--- src/rtl/mem_pkg.sv ---
// Shared encodings for the two-master RAM arbiter: memory commands,
// arbiter FSM states and requester identities.
package mem_pkg;

   typedef enum logic [1:0] {
      MNONE  = 2'b00,
      MREAD  = 2'b01,
      MWRITE = 2'b10
   } mem_cmd_t;

   typedef enum logic [1:0] {
      IDLE   = 2'b00,
      ACCESS = 2'b01,
      RESP   = 2'b10
   } arb_state_t;

   localparam logic OWNER_CPU = 1'b0;
   localparam logic OWNER_DMA = 1'b1;

endpackage

--- src/rtl/mem_arbiter_if.sv ---
// Bus bundle between the CPU/DMA requesters, the arbiter and the RAM.
// The slave modport is the arbiter's view; master is the environment's view.
interface mem_arbiter_if #(
   parameter int ADDR_W = 9,
   parameter int DATA_W = 16
);

   logic              cpu_req;
   logic [1:0]        cpu_cmd;
   logic [ADDR_W-1:0] cpu_addr;
   logic [DATA_W-1:0] cpu_wdata;
   logic              cpu_ack;
   logic [DATA_W-1:0] cpu_rdata;

   logic              dma_req;
   logic [1:0]        dma_cmd;
   logic [ADDR_W-1:0] dma_addr;
   logic [DATA_W-1:0] dma_wdata;
   logic              dma_ack;
   logic [DATA_W-1:0] dma_rdata;

   logic [ADDR_W-1:0] ram_addr;
   logic              ram_write;
   logic [DATA_W-1:0] ram_din;
   logic [DATA_W-1:0] ram_dout;

   logic              busy;
   logic              owner;

   modport slave (
      input  cpu_req, cpu_cmd, cpu_addr, cpu_wdata,
      input  dma_req, dma_cmd, dma_addr, dma_wdata,
      input  ram_dout,
      output cpu_ack, cpu_rdata, dma_ack, dma_rdata,
      output ram_addr, ram_write, ram_din, busy, owner
   );

   modport master (
      output cpu_req, cpu_cmd, cpu_addr, cpu_wdata,
      output dma_req, dma_cmd, dma_addr, dma_wdata,
      output ram_dout,
      input  cpu_ack, cpu_rdata, dma_ack, dma_rdata,
      input  ram_addr, ram_write, ram_din, busy, owner
   );

endinterface

--- src/rtl/mem_arbiter_rr_pick.sv ---
// Combinational two-way winner select. Round-robin on ties by default;
// defining ARB_CPU_PRIORITY_EN makes the CPU win every tie instead.
module rr_pick
   import mem_pkg::*;
(
   input  logic i_cpu_req,
   input  logic i_dma_req,
   input  logic i_last_grant,
   output logic o_grant,
   output logic o_pick
);

`ifdef ARB_CPU_PRIORITY_EN
   logic w_unused_last_grant;
   assign w_unused_last_grant = i_last_grant;
`endif

   // NOTE: every output gets a default before any branch so no latch is inferred.
   always_comb begin
      o_grant = i_cpu_req | i_dma_req;
      o_pick  = OWNER_CPU;
      if (i_cpu_req && i_dma_req) begin
`ifdef ARB_CPU_PRIORITY_EN
         o_pick = OWNER_CPU;
`else
         o_pick = (i_last_grant == OWNER_CPU) ? OWNER_DMA : OWNER_CPU;
`endif
      end else if (i_dma_req) begin
         o_pick = OWNER_DMA;
      end
   end

endmodule

--- src/rtl/mem_arbiter.sv ---
// Serialises CPU and DMA accesses onto one synchronous single-port RAM
// (IDLE -> ACCESS -> RESP). Tie policy selected by ARB_CPU_PRIORITY_EN.
module mem_arbiter
   import mem_pkg::*;
#(
   parameter int ADDR_W = 9,
   parameter int DATA_W = 16
) (
   input logic          clk,
   input logic          reset,
   mem_arbiter_if.slave bus
);

   arb_state_t        r_state;
   arb_state_t        w_state_nxt;
   logic [1:0]        r_cmd;
   logic [ADDR_W-1:0] r_addr;
   logic [DATA_W-1:0] r_wdata;
   logic              r_owner;
   logic              r_last_grant;
   logic [DATA_W-1:0] r_cpu_rdata;
   logic [DATA_W-1:0] r_dma_rdata;

   logic              w_grant;
   logic              w_pick;
   logic              w_take;
   logic [ADDR_W-1:0] w_sel_addr;

   rr_pick u_rr_pick (
      .i_cpu_req    (bus.cpu_req),
      .i_dma_req    (bus.dma_req),
      .i_last_grant (r_last_grant),
      .o_grant      (w_grant),
      .o_pick       (w_pick)
   );

   assign w_take     = (r_state == IDLE) && w_grant && reset;
   assign w_sel_addr = (w_pick == OWNER_DMA) ? bus.dma_addr : bus.cpu_addr;

   always_comb begin
      w_state_nxt = r_state;
      unique case (r_state)
         IDLE:    if (w_take) w_state_nxt = ACCESS;
         ACCESS:  w_state_nxt = RESP;
         RESP:    w_state_nxt = IDLE;
         default: w_state_nxt = IDLE;
      endcase
   end

   // NOTE: sequential state uses non-blocking assignments so every flop sees pre-edge values.
   always_ff @(posedge clk or negedge reset) begin
      if (!reset) r_state <= IDLE;
      else        r_state <= w_state_nxt;
   end

   always_ff @(posedge clk or negedge reset) begin
      if (!reset) begin
         r_cmd        <= MNONE;
         r_addr       <= '0;
         r_wdata      <= '0;
         r_owner      <= OWNER_CPU;
         r_last_grant <= OWNER_DMA;
      end else if (w_take) begin
         r_owner      <= w_pick;
         r_last_grant <= w_pick;
         r_addr       <= w_sel_addr;
         r_cmd        <= (w_pick == OWNER_DMA) ? bus.dma_cmd   : bus.cpu_cmd;
         r_wdata      <= (w_pick == OWNER_DMA) ? bus.dma_wdata : bus.cpu_wdata;
      end
   end

   always_ff @(posedge clk or negedge reset) begin
      if (!reset) begin
         r_cpu_rdata <= '0;
         r_dma_rdata <= '0;
      end else if (r_state == ACCESS && r_cmd == MREAD) begin
         if (r_owner == OWNER_DMA) r_dma_rdata <= bus.ram_dout;
         else                      r_cpu_rdata <= bus.ram_dout;
      end
   end

   // The winner's address is shown to the RAM in the grant cycle so its
   // registered read data is already valid throughout ACCESS.
   assign bus.ram_addr  = w_take ? w_sel_addr : r_addr;
   assign bus.ram_din   = r_wdata;
   assign bus.ram_write = (r_state == ACCESS) && (r_cmd == MWRITE);

   assign bus.cpu_ack   = (r_state == RESP) && (r_owner == OWNER_CPU);
   assign bus.dma_ack   = (r_state == RESP) && (r_owner == OWNER_DMA);
   assign bus.cpu_rdata = r_cpu_rdata;
   assign bus.dma_rdata = r_dma_rdata;
   assign bus.busy      = (r_state != IDLE);
   assign bus.owner     = r_owner;

endmodule

--- src/flat_wrapper.sv ---
// flat-port wrapper written by rule: the top's interface ports become plain ports
module mem_arbiter_flat import mem_pkg::*;
#(
   parameter int ADDR_W = 9,
   parameter int DATA_W = 16
)
  (clk, reset, bus_cpu_req, bus_cpu_cmd, bus_cpu_addr, bus_cpu_wdata, bus_dma_req, bus_dma_cmd, bus_dma_addr, bus_dma_wdata, bus_ram_dout, bus_cpu_ack, bus_cpu_rdata, bus_dma_ack, bus_dma_rdata, bus_ram_addr, bus_ram_write, bus_ram_din, bus_busy, bus_owner);
  mem_arbiter_if #(.ADDR_W(ADDR_W), .DATA_W(DATA_W)) bus_i ();
  input logic clk;
  input logic reset;
  input wire logic [$bits(bus_i.cpu_req)-1:0] bus_cpu_req;
  input wire logic [$bits(bus_i.cpu_cmd)-1:0] bus_cpu_cmd;
  input wire logic [$bits(bus_i.cpu_addr)-1:0] bus_cpu_addr;
  input wire logic [$bits(bus_i.cpu_wdata)-1:0] bus_cpu_wdata;
  input wire logic [$bits(bus_i.dma_req)-1:0] bus_dma_req;
  input wire logic [$bits(bus_i.dma_cmd)-1:0] bus_dma_cmd;
  input wire logic [$bits(bus_i.dma_addr)-1:0] bus_dma_addr;
  input wire logic [$bits(bus_i.dma_wdata)-1:0] bus_dma_wdata;
  input wire logic [$bits(bus_i.ram_dout)-1:0] bus_ram_dout;
  output wire logic [$bits(bus_i.cpu_ack)-1:0] bus_cpu_ack;
  output wire logic [$bits(bus_i.cpu_rdata)-1:0] bus_cpu_rdata;
  output wire logic [$bits(bus_i.dma_ack)-1:0] bus_dma_ack;
  output wire logic [$bits(bus_i.dma_rdata)-1:0] bus_dma_rdata;
  output wire logic [$bits(bus_i.ram_addr)-1:0] bus_ram_addr;
  output wire logic [$bits(bus_i.ram_write)-1:0] bus_ram_write;
  output wire logic [$bits(bus_i.ram_din)-1:0] bus_ram_din;
  output wire logic [$bits(bus_i.busy)-1:0] bus_busy;
  output wire logic [$bits(bus_i.owner)-1:0] bus_owner;
  assign bus_i.cpu_req = bus_cpu_req;
  assign bus_i.cpu_cmd = bus_cpu_cmd;
  assign bus_i.cpu_addr = bus_cpu_addr;
  assign bus_i.cpu_wdata = bus_cpu_wdata;
  assign bus_i.dma_req = bus_dma_req;
  assign bus_i.dma_cmd = bus_dma_cmd;
  assign bus_i.dma_addr = bus_dma_addr;
  assign bus_i.dma_wdata = bus_dma_wdata;
  assign bus_i.ram_dout = bus_ram_dout;
  assign bus_cpu_ack = bus_i.cpu_ack;
  assign bus_cpu_rdata = bus_i.cpu_rdata;
  assign bus_dma_ack = bus_i.dma_ack;
  assign bus_dma_rdata = bus_i.dma_rdata;
  assign bus_ram_addr = bus_i.ram_addr;
  assign bus_ram_write = bus_i.ram_write;
  assign bus_ram_din = bus_i.ram_din;
  assign bus_busy = bus_i.busy;
  assign bus_owner = bus_i.owner;
  mem_arbiter #(.ADDR_W(ADDR_W), .DATA_W(DATA_W)) u_core (.clk(clk), .reset(reset), .bus(bus_i));
endmodule
--- config.mk ---
export PLATFORM = sky130hd
export DESIGN_NAME = mem_arbiter_flat
export DESIGN_NICKNAME = d
export VERILOG_FILES = /design/src/rtl/mem_pkg.sv /design/src/rtl/mem_arbiter_if.sv /design/src/rtl/mem_arbiter_rr_pick.sv /design/src/rtl/mem_arbiter.sv /design/src/flat_wrapper.sv
export SDC_FILE = /design/constraint.sdc
export NUM_CORES = 1
export LEC_CHECK = 0
export ABC_AREA = 1
export BUFFER_PORTS_ARGS = -buffer_cell sky130_fd_sc_hd__clkbuf_2
export CAP_MARGIN = 15
export CELL_PAD_IN_SITES_DETAIL_PLACEMENT = 0
export CELL_PAD_IN_SITES_GLOBAL_PLACEMENT = 1
export CORE_ASPECT_RATIO = 0.6
export CORE_MARGIN = 10
export CORE_UTILIZATION = 32
export CTS_CLUSTER_SIZE = 25
export DETAILED_ROUTE_END_ITERATION = 7
export PLACE_DENSITY = 0.82
export RECOVER_POWER = 50
export SETUP_SLACK_MARGIN = 0.5
export SLEW_MARGIN = 10
export SYNTH_ARGS = -nofsm -noshare
export SYNTH_HDL_FRONTEND = slang
export SYNTH_SLANG_ARGS = --single-unit
--- constraint.sdc ---
create_clock -name clk -period 1.6 [get_ports clk]
set_input_delay 0.24 -clock clk [delete_from_list [all_inputs] [get_ports clk]]
set_output_delay 0.24 -clock clk [all_outputs]
set_load 0.02 [all_outputs]
# After elaboration in Yosys (flattened, before gate mapping)
# Cells that the tools add are included.
totals:
  register_bits: 63
  inputBits: 74
  output_inout_bits: 62
op_classes:
  eq_ne: 5
  muxes: 9
  bitwise_logic: 2
  n_reduce_logical: 11
ops:
  columns: ["op", "n"]
  rows:
  - ["9-bit two-way mux", 2]
  - ["16-bit two-way mux", 1]
  - ["1-bit logical AND", 7]
  - ["2-bit by 1-bit equality test with 1-bit output (second input constant)", 2]
  - ["2-bit equality test (second input constant)", 2]
  - ["2-bit two-way mux", 2]
  - ["2-bit one-hot mux with 2 select lines", 1]
  - ["2-bit AND reduction", 2]
  - ["1-bit two-way mux", 3]
  - ["2-bit logical NOT", 1]
  - ["2-bit by 1-bit != test with 1-bit output (second input constant)", 1]
  - ["2-bit nonzero test", 1]
  - ["1-bit NOT", 1]
  - ["1-bit bitwise OR", 1]

# Longest topological paths before layout
# Gate-level depths: netlist of the first run.
logic_depth:
  word_depth: 5
  ltp_mapped: 8
  ltp_nobuf: 6

# Cells and area by module
# From an unflattened synthesis of the first run, not the netlist that was laid out.
hier_totals:
  hier_cells: 364
  hier_area_um2: 2925.3
modules_own_cells:
  columns: ["mod", "instances", "cells_each", "area_per_inst_um2", "seq_area_each_um2"]
  rows:
  - ["mem_arbiter", 1, 361, 2910.3, 1577.8]
  - ["rr_pick", 1, 3, 15.0, 0.0]

# Worst setup path before layout of the first run
# No wires, ideal clock.
synth_timing:
  path_type: "register -> output"
  startpoint: "reg u_core.r_owner (netlist: u_core.bus.owner)"
  endpoint: "out bus_dma_ack"
  t_arrival_ps: 1406
  t_required_ps: 1360
  path_slack_ps: -46
  path_stages_with_launch: 4
  path_buffers: 1
  path_cell_list: "dfrtp_1 > clkinv_1 > clkbuf_1 > nor3_1"
synth_between:
  elab_chain_len: 1
synth_rtl:
  columns: ["item", "line_no", "text"]
  rows:
  - ["start, declared", "mem_arbiter.sv:19", "logic r_owner;"]
  - ["start signal, assigned", "mem_arbiter.sv:64", "r_owner <= w_pick;"]
  - ["1-bit logical AND", "mem_arbiter.sv:89", "assign bus.dma_ack = (r_state == RESP) && (r_owner == OWNER_DMA);"]
  - ["end, declared", "flat_wrapper.sv:22", "output wire logic [$bits(bus_i.dma_ack)-1:0] bus_dma_ack;"]
# No other way between the ends.

# Worst setup path in the final report of the first run
layout_timing:
  startpoint: "reg u_core.r_last_grant"
  endpoint: "out bus_ram_addr[7]"
layout_between:
  elab_chain_len: 4
layout_rtl:
  columns: ["item", "line_no", "text"]
  rows:
  - ["start, declared", "mem_arbiter.sv:20", "logic r_last_grant;"]
  - ["start signal, assigned", "mem_arbiter.sv:65", "r_last_grant <= w_pick;"]
  - ["1-bit two-way mux", "mem_arbiter_rr_pick.sv:26", "o_pick = (i_last_grant == OWNER_CPU) ? OWNER_DMA : OWNER_CPU;"]
  - ["1-bit two-way mux", "mem_arbiter_rr_pick.sv:22", "if (i_cpu_req && i_dma_req) begin"]
  - ["9-bit two-way mux", "mem_arbiter.sv:38", "assign w_sel_addr = (w_pick == OWNER_DMA) ? bus.dma_addr : bus.cpu_addr;"]
  - ["9-bit two-way mux", "mem_arbiter.sv:84", "assign bus.ram_addr = w_take ? w_sel_addr : r_addr;"]
  - ["end, declared", "flat_wrapper.sv:24", "output wire logic [$bits(bus_i.ram_addr)-1:0] bus_ram_addr;"]
# No other way between the ends.

==> impl_metrics.env, run 1 <==
export IMPL_p_int_mw=5.910
export IMPL_cp_required_ns=1.36
export IMPL_fill_cells=691
export IMPL_setup_viol=10
export IMPL_netlist_top_cells_area="dfrtp_1, nand2_1, nand3_1, buf_2, buf_4"
export IMPL_grt_pass1_vias=3334
export IMPL_synth_async_reset_ratio_pct=100.0
export IMPL_synth_fp_nets=442
export IMPL_path_max_fanout=6
export IMPL_wl_per_cell_um=17.56
export IMPL_ys_seq_area_share_pct=55.07
export IMPL_cp_arrival_ns=1.58
export IMPL_post_dp_cell_area_um2=3755
export IMPL_synth_avg_cell_area_um2=7.786
export IMPL_dieArea_um2=13260
export IMPL_hp_class="input port to register"
export IMPL_cts_root_buf="clkbuf_16"
export IMPL_met1Wirelength_um=5440
export IMPL_hold_violations=0
export IMPL_outcome="complete, but fails checks"
export IMPL_drive_above_1_share_pct=57.54
export IMPL_power_density_nw_per_um2=1625
export IMPL_synth_top_area_share_pct=54.15
export IMPL_die_width_um=142.2
export IMPL_slew_viol_final=0
export IMPL_hpwlAfterDp_um=7174
export IMPL_grt_ovfl_total=0
export IMPL_cts_tree="built"
export IMPL_postSynthCellCount=368
export IMPL_drv_cap=0
export IMPL_fin_nets=646
export IMPL_tns_ns=-1.625
export IMPL_grt_max_degree=34
export IMPL_initial_core_util_pct=33.24
export IMPL_die_h_um=93.30
export IMPL_timing_fmax_mhz=550.2
export IMPL_cp_start_kind="register"
export IMPL_io_pins=136
export IMPL_synth_edff_count=0
export IMPL_clockBufferDepth=2
export IMPL_timing_final_ws_setup_ns=-0.2174
export IMPL_final_setup_skew_ns=0.004255
export IMPL_io_buffers=135
export IMPL_wl_met2_um=5598
export IMPL_power_frac_clock_pct=24.0
export IMPL_seq_area_um2=1580
export IMPL_antenna_found_initial=0
export IMPL_rows=26
export IMPL_diodes=0
export IMPL_synth_flop_cell="dfrtp_1"
export IMPL_firstDrtPassIters=4
export IMPL_violations="negative setup slack"
export IMPL_period_minus_slack_ns=1.817
export IMPL_core_area_um2=8621
export IMPL_p_leak_nw=2.965
export IMPL_avgViaCountPerCell=4.752
export IMPL_numCtsBuffers=9
export IMPL_multi_input_area_um2=1793
export IMPL_p_sw_mw=3.380
export IMPL_routed_wl_um=12100
export IMPL_grt_use_total_pct=16.40
export IMPL_p_seq_share_pct=28.8
export IMPL_wl_met3_um=943
export IMPL_ys_types=14
export IMPL_highest_layer="met4"
export IMPL_stdcell_area_um2=5718
export IMPL_htree_levels=3
export IMPL_grt_pass1_wl_um=17380
export IMPL_gp_congestion=0.8041
export IMPL_path_clk_slew_ns=0.05
export IMPL_insertion_delay_ns=0.33
export IMPL_yosysTopAreaCell="dfrtp_1"
export IMPL_final_antenna_net_count=0
export IMPL_vias=3274
export IMPL_synth_commonest_cells="nand2_1, dfrtp_1, nand3_1"
export IMPL_synthesis_area_um2=2865
export IMPL_relSlewSlack_pct=12.28
export IMPL_synth_most_common_cell="nand2_1"
export IMPL_period_share_pct=113.6
export IMPL_rsz0062_at_grt="yes"
export IMPL_syn2layout_area_growth_pct=99.56
export IMPL_comb_power_share_pct=47.3
export IMPL_yosys_register_bits=63
export IMPL_worst_pin_slew_ns=1.316
export IMPL_ys_warn_count=0
export IMPL_worstSetupPathType="register to primary output"
export IMPL_vdd_ir_drop_worst_mv=0.8970
export IMPL_route_detailed_drc=0
export IMPL_end_kind="primary output"
export IMPL_sw_frac_of_total_pct=36.38
export IMPL_first_iter_violations=125
export IMPL_clock_sinks=63
-- per-layer routing --
layer,track usage [%],up-vias
li1,-,1581
met1,20.82,1583
met2,24.62,98
met3,7.071,12
met4,5.169,0
met5,0,-
-- metrics by stage --
step	hold slack, ns	worst slack [ns]	total power [mW]	instances	utilization, %
detailed placement	0.2576	0.02984	5.171	607	43.56
global placement	0.2420	0.06248	5.118	607	43.56
CTS	0.02868	-0.1631	8.233	652	57.33
floorplan	-0.05559	0.1963	4.125	368	-
global route	0.1398	-0.2717	9.808	689	66.33
finish	0.1587	-0.2174	9.290	689	66.33
-- registers in the layout (all words and copies together), names as in the netlist --
signal                cells
u_core.r_addr             9
u_core.bus.dma_rdata     16
u_core.r_cmd              2
u_core.r_state            2
u_core.bus.cpu_rdata     16
u_core.bus.ram_din       16
u_core.bus.owner          1
u_core.r_last_grant       1
-- layout make-up --
cell class,instances,area share [%]
Tap cell,112,2.451
Sequential cell,63,27.64
Clock inverter,2,1.050
Multi-Input combinational cell,281,31.36
Clock buffer,14,4.967
Timing Repair Buffer,210,31.82
Inverter,7,0.7221
-- logic make-up after synthesis --
group	Yosys count	synth area share (%)
DFF	63	55.07
AOI/OAI and AO/OA	3	0.5239
and+or+nand+nor	274	39.52
buffers and inverters	28	4.891
-- power groups by stage --
| stage | sequential, mW | clock (mW) | combinational (mW) |
|---|---|---|---|
| global placement | 2.57 | 0 | 2.55 |
| finish | 2.67 | 2.23 | 4.39 |
| global route | 2.73 | 2.35 | 4.73 |
| floorplan | 3.18 | 0 | 0.949 |
| detailed placement | 2.59 | 0 | 2.58 |
| CTS | 2.60 | 2.27 | 3.37 |
-- final timing paths --
check,startpoint,to,slack (ns),depth (start not counted)
max,u_core.r_last_grant,bus_ram_addr[7],-0.22,7
min,bus_ram_dout[8],u_core.bus.dma_rdata[8],0.16,3
max reg2reg,u_core.r_state[0],u_core.r_cmd[0],0.02,10
min reg2reg,u_core.bus.dma_rdata[2],u_core.bus.dma_rdata[2],0.49,2
max in group asynchronous,reset,u_core.bus.dma_rdata[9],0.39,2
min in group asynchronous,reset,u_core.r_addr[6],0.25,2
-- cells in the final DEF, fill, tap and decap left out, types with 18 or more instances in the layout --
cell type / instances
nand2_1: 138
clkbuf_2: 74
dfrtp_1: 60
nand2_2: 49
buf_4: 45
buf_6: 36
nand3_2: 33
nand3_1: 22
clkbuf_8: 18
-- critical path, cell delays in order, from the launching register on --
cell and delay (ns):
dfstp_2 0.60, nand2_8 0.11, nand2_8 0.12, nand2_2 0.05, nand2_1 0.05, nand2_1 0.07
nand2_2 0.12, buf_8 0.12
-- what timing repair did --
| action | 4_1_cts | 5_1_grt |
|---|---|---|
| hold buffers | 1 | 0 |
| gates resized for setup | 136 | 196 |
| pin swaps | 5 | 65 |
| setup endpoints to repair | 124 | 124 |
| setup buffers | 24 | 31 |
| hold endpoints to repair | 5 | 0 |
| cloned | 4 | 6 |
No activity file was read; power rests on OpenSTA's default activity.
==> run 2, diff against run 1 <==
--- a/config.mk
+++ b/config.mk
@@ -16,7 +16,7 @@
 export CTS_CLUSTER_SIZE = 25
 export DETAILED_ROUTE_END_ITERATION = 7
 export PLACE_DENSITY = 0.82
-export RECOVER_POWER = 50
+export RECOVER_POWER = 25
 export SETUP_SLACK_MARGIN = 0.5
 export SLEW_MARGIN = 10
 export SYNTH_ARGS = -nofsm -noshare
==> impl_metrics.env, run 2 (synthesis results as in run 1) <==
export IMPL_io_pins=136
export IMPL_period_share_pct=113.8
export IMPL_clock_sinks=63
export IMPL_io_buffers=135
export IMPL_final_cell_mix="nand2_1, clkbuf_2, dfrtp_1, nand2_2, buf_6"
export IMPL_dieArea_um2=13260
export IMPL_drive_above_1_share_pct=60.14
export IMPL_insertion_delay_ns=0.33
export IMPL_path_max_fanout=6
export IMPL_violations="negative setup slack"
export IMPL_rows=26
export IMPL_final_antenna_net_count=0
export IMPL_worst_pin_slew_ns=1.309
export IMPL_p_leak_nw=3.039
export IMPL_hpwlAfterDp_um=7174
export IMPL_crit_chain="nand2_8 -> nand2_8 -> nand2_2 -> nand2_1 -> nand2_1 -> nand2_2 -> buf_8"
export IMPL_total_power_mw=9.537
export IMPL_reg2reg_to="u_core.r_cmd[0]"
export IMPL_syn2layout_area_growth_pct=103.5
export IMPL_htree_levels=3
export IMPL_worstSetupPathType="register to primary output"
export IMPL_grt_pass1_vias=3334
export IMPL_routed_wl_um=12100
export IMPL_hold_violations=0
export IMPL_avgViaCountPerCell=4.839
export IMPL_period_minus_slack_ns=1.821
export IMPL_hold_path_endpoint="u_core.bus.cpu_rdata[6]"
export IMPL_die_width_um=142.2
export IMPL_min_path_cells=3
export IMPL_core_area_um2=8621
export IMPL_final_common_cell="nand2_1"
export IMPL_relSlewSlack_pct=12.75
export IMPL_initial_core_util_pct=33.24
export IMPL_final_setup_skew_ns=0.004771
export IMPL_first_iter_violations=144
export IMPL_hold_start="bus_ram_dout[6]"
export IMPL_crit_family="flip-flops"
export IMPL_slew_viol_final=0
export IMPL_firstDrtPassIters=4
export IMPL_grt_ovfl_total=0
export IMPL_rsz0062_at_grt="yes"
export IMPL_timing_final_ws_setup_ns=-0.2211
export IMPL_clockBufferDepth=2
export IMPL_max_stage_delay_ns=0.60
export IMPL_reg2reg_depth=10
export IMPL_stdcell_area_um2=5832
export IMPL_vias=3334
export IMPL_power_density_nw_per_um2=1635
export IMPL_diodes=0
export IMPL_outcome="complete, but fails checks"
export IMPL_numCtsBuffers=9
export IMPL_timing_fmax_mhz=549.1
export IMPL_vdd_ir_drop_worst_mv=0.9706
export IMPL_wl_per_cell_um=17.56
export IMPL_critPathSlowestCell="dfstp_2"
export IMPL_hp_class="input port to register"
export IMPL_gp_congestion=0.8041
export IMPL_drv_cap=0
export IMPL_post_dp_cell_area_um2=3755
export IMPL_path_clk_slew_ns=0.05
export IMPL_end_kind="primary output"
export IMPL_rr_startpoint="u_core.r_state[0]"
export IMPL_die_h_um=93.30
export IMPL_antenna_found_initial=0
export IMPL_setup_viol=10
export IMPL_fill_cells=676
export IMPL_fin_nets=646
export IMPL_cp_required_ns=1.36
export IMPL_grt_use_total_pct=16.40
export IMPL_cp_arrival_ns=1.58
export IMPL_cp_start_kind="register"
export IMPL_grt_pass1_wl_um=17380
export IMPL_cts_root_buf="clkbuf_16"
export IMPL_cts_tree="built"
export IMPL_hold_ws_ns=0.1553
export IMPL_route_detailed_drc=0
export IMPL_path_buf_inv=1
export IMPL_grt_max_degree=34
export IMPL_regToRegSetupSlack_ns=0.02
-- run 2: how the worst max path moves through the flow --
stage                              from         endpoint  cells past startpoint
detailed placement    u_core.r_state[1]  bus_ram_addr[8]                      5
global placement      u_core.r_state[1]  bus_ram_addr[8]                      5
CTS                 u_core.r_last_grant  bus_ram_addr[3]                      7
floorplan           u_core.r_last_grant  bus_ram_addr[0]                      8
finish              u_core.r_last_grant  bus_ram_addr[7]                      7
global route        u_core.r_last_grant  bus_ram_addr[7]                      7
-- run 2: cell type report --
class / instances / area [um2] / area share, %
clock inverter: 2 / 60.06 / 1.030
tap: 112 / 140.1 / 2.403
multi-input combinational: 281 / 1793 / 30.74
inverter: 7 / 41.29 / 0.7080
sequential: 63 / 1580 / 27.10
timing repair buffer: 210 / 1933 / 33.15
clock buffer: 14 / 284.0 / 4.870
-- run 2: repair_timing --
action,in CTS,in global routing
hold buffers,1,0
gates resized for setup,136,196
buffers inserted,24,31
pin swaps,5,65
hold endpoints to repair,5,0
cloned,4,6
setup endpoints to repair,124,124
-- run 2: power by group --
part | internal (mW) | switching [mW]
Clock | 1.53 | 0.700
Sequential | 2.21 | 0.493
Combinational | 2.38 | 2.22
Total | 6.12 | 3.42
-- run 2: tightest hold or removal path, cell delays in order --
cell and delay (ns):
clkbuf_2 0.10, nand3_2 0.07, nand2_1 0.04
-- run 2: through the flow --
step / setup TNS (ns) / setup WS, ns / util (%) / instances
final: -1.669 / -0.2211 / 67.65 / 689
after floorplan: 0 / 0.1963 / - / 368
after detailed placement: 0 / 0.02984 / 43.56 / 607
after global routing: -2.852 / -0.2717 / 67.65 / 689
after global placement: 0 / 0.06248 / 43.56 / 607
after CTS: -1.447 / -0.1631 / 57.33 / 652
-- run 2: metal layers --
layer	routed length, um	global-route usage, %
met2	5486	24.62
met1	5360	20.82
met5	0	0
met4	219	5.169
met3	1031	7.071
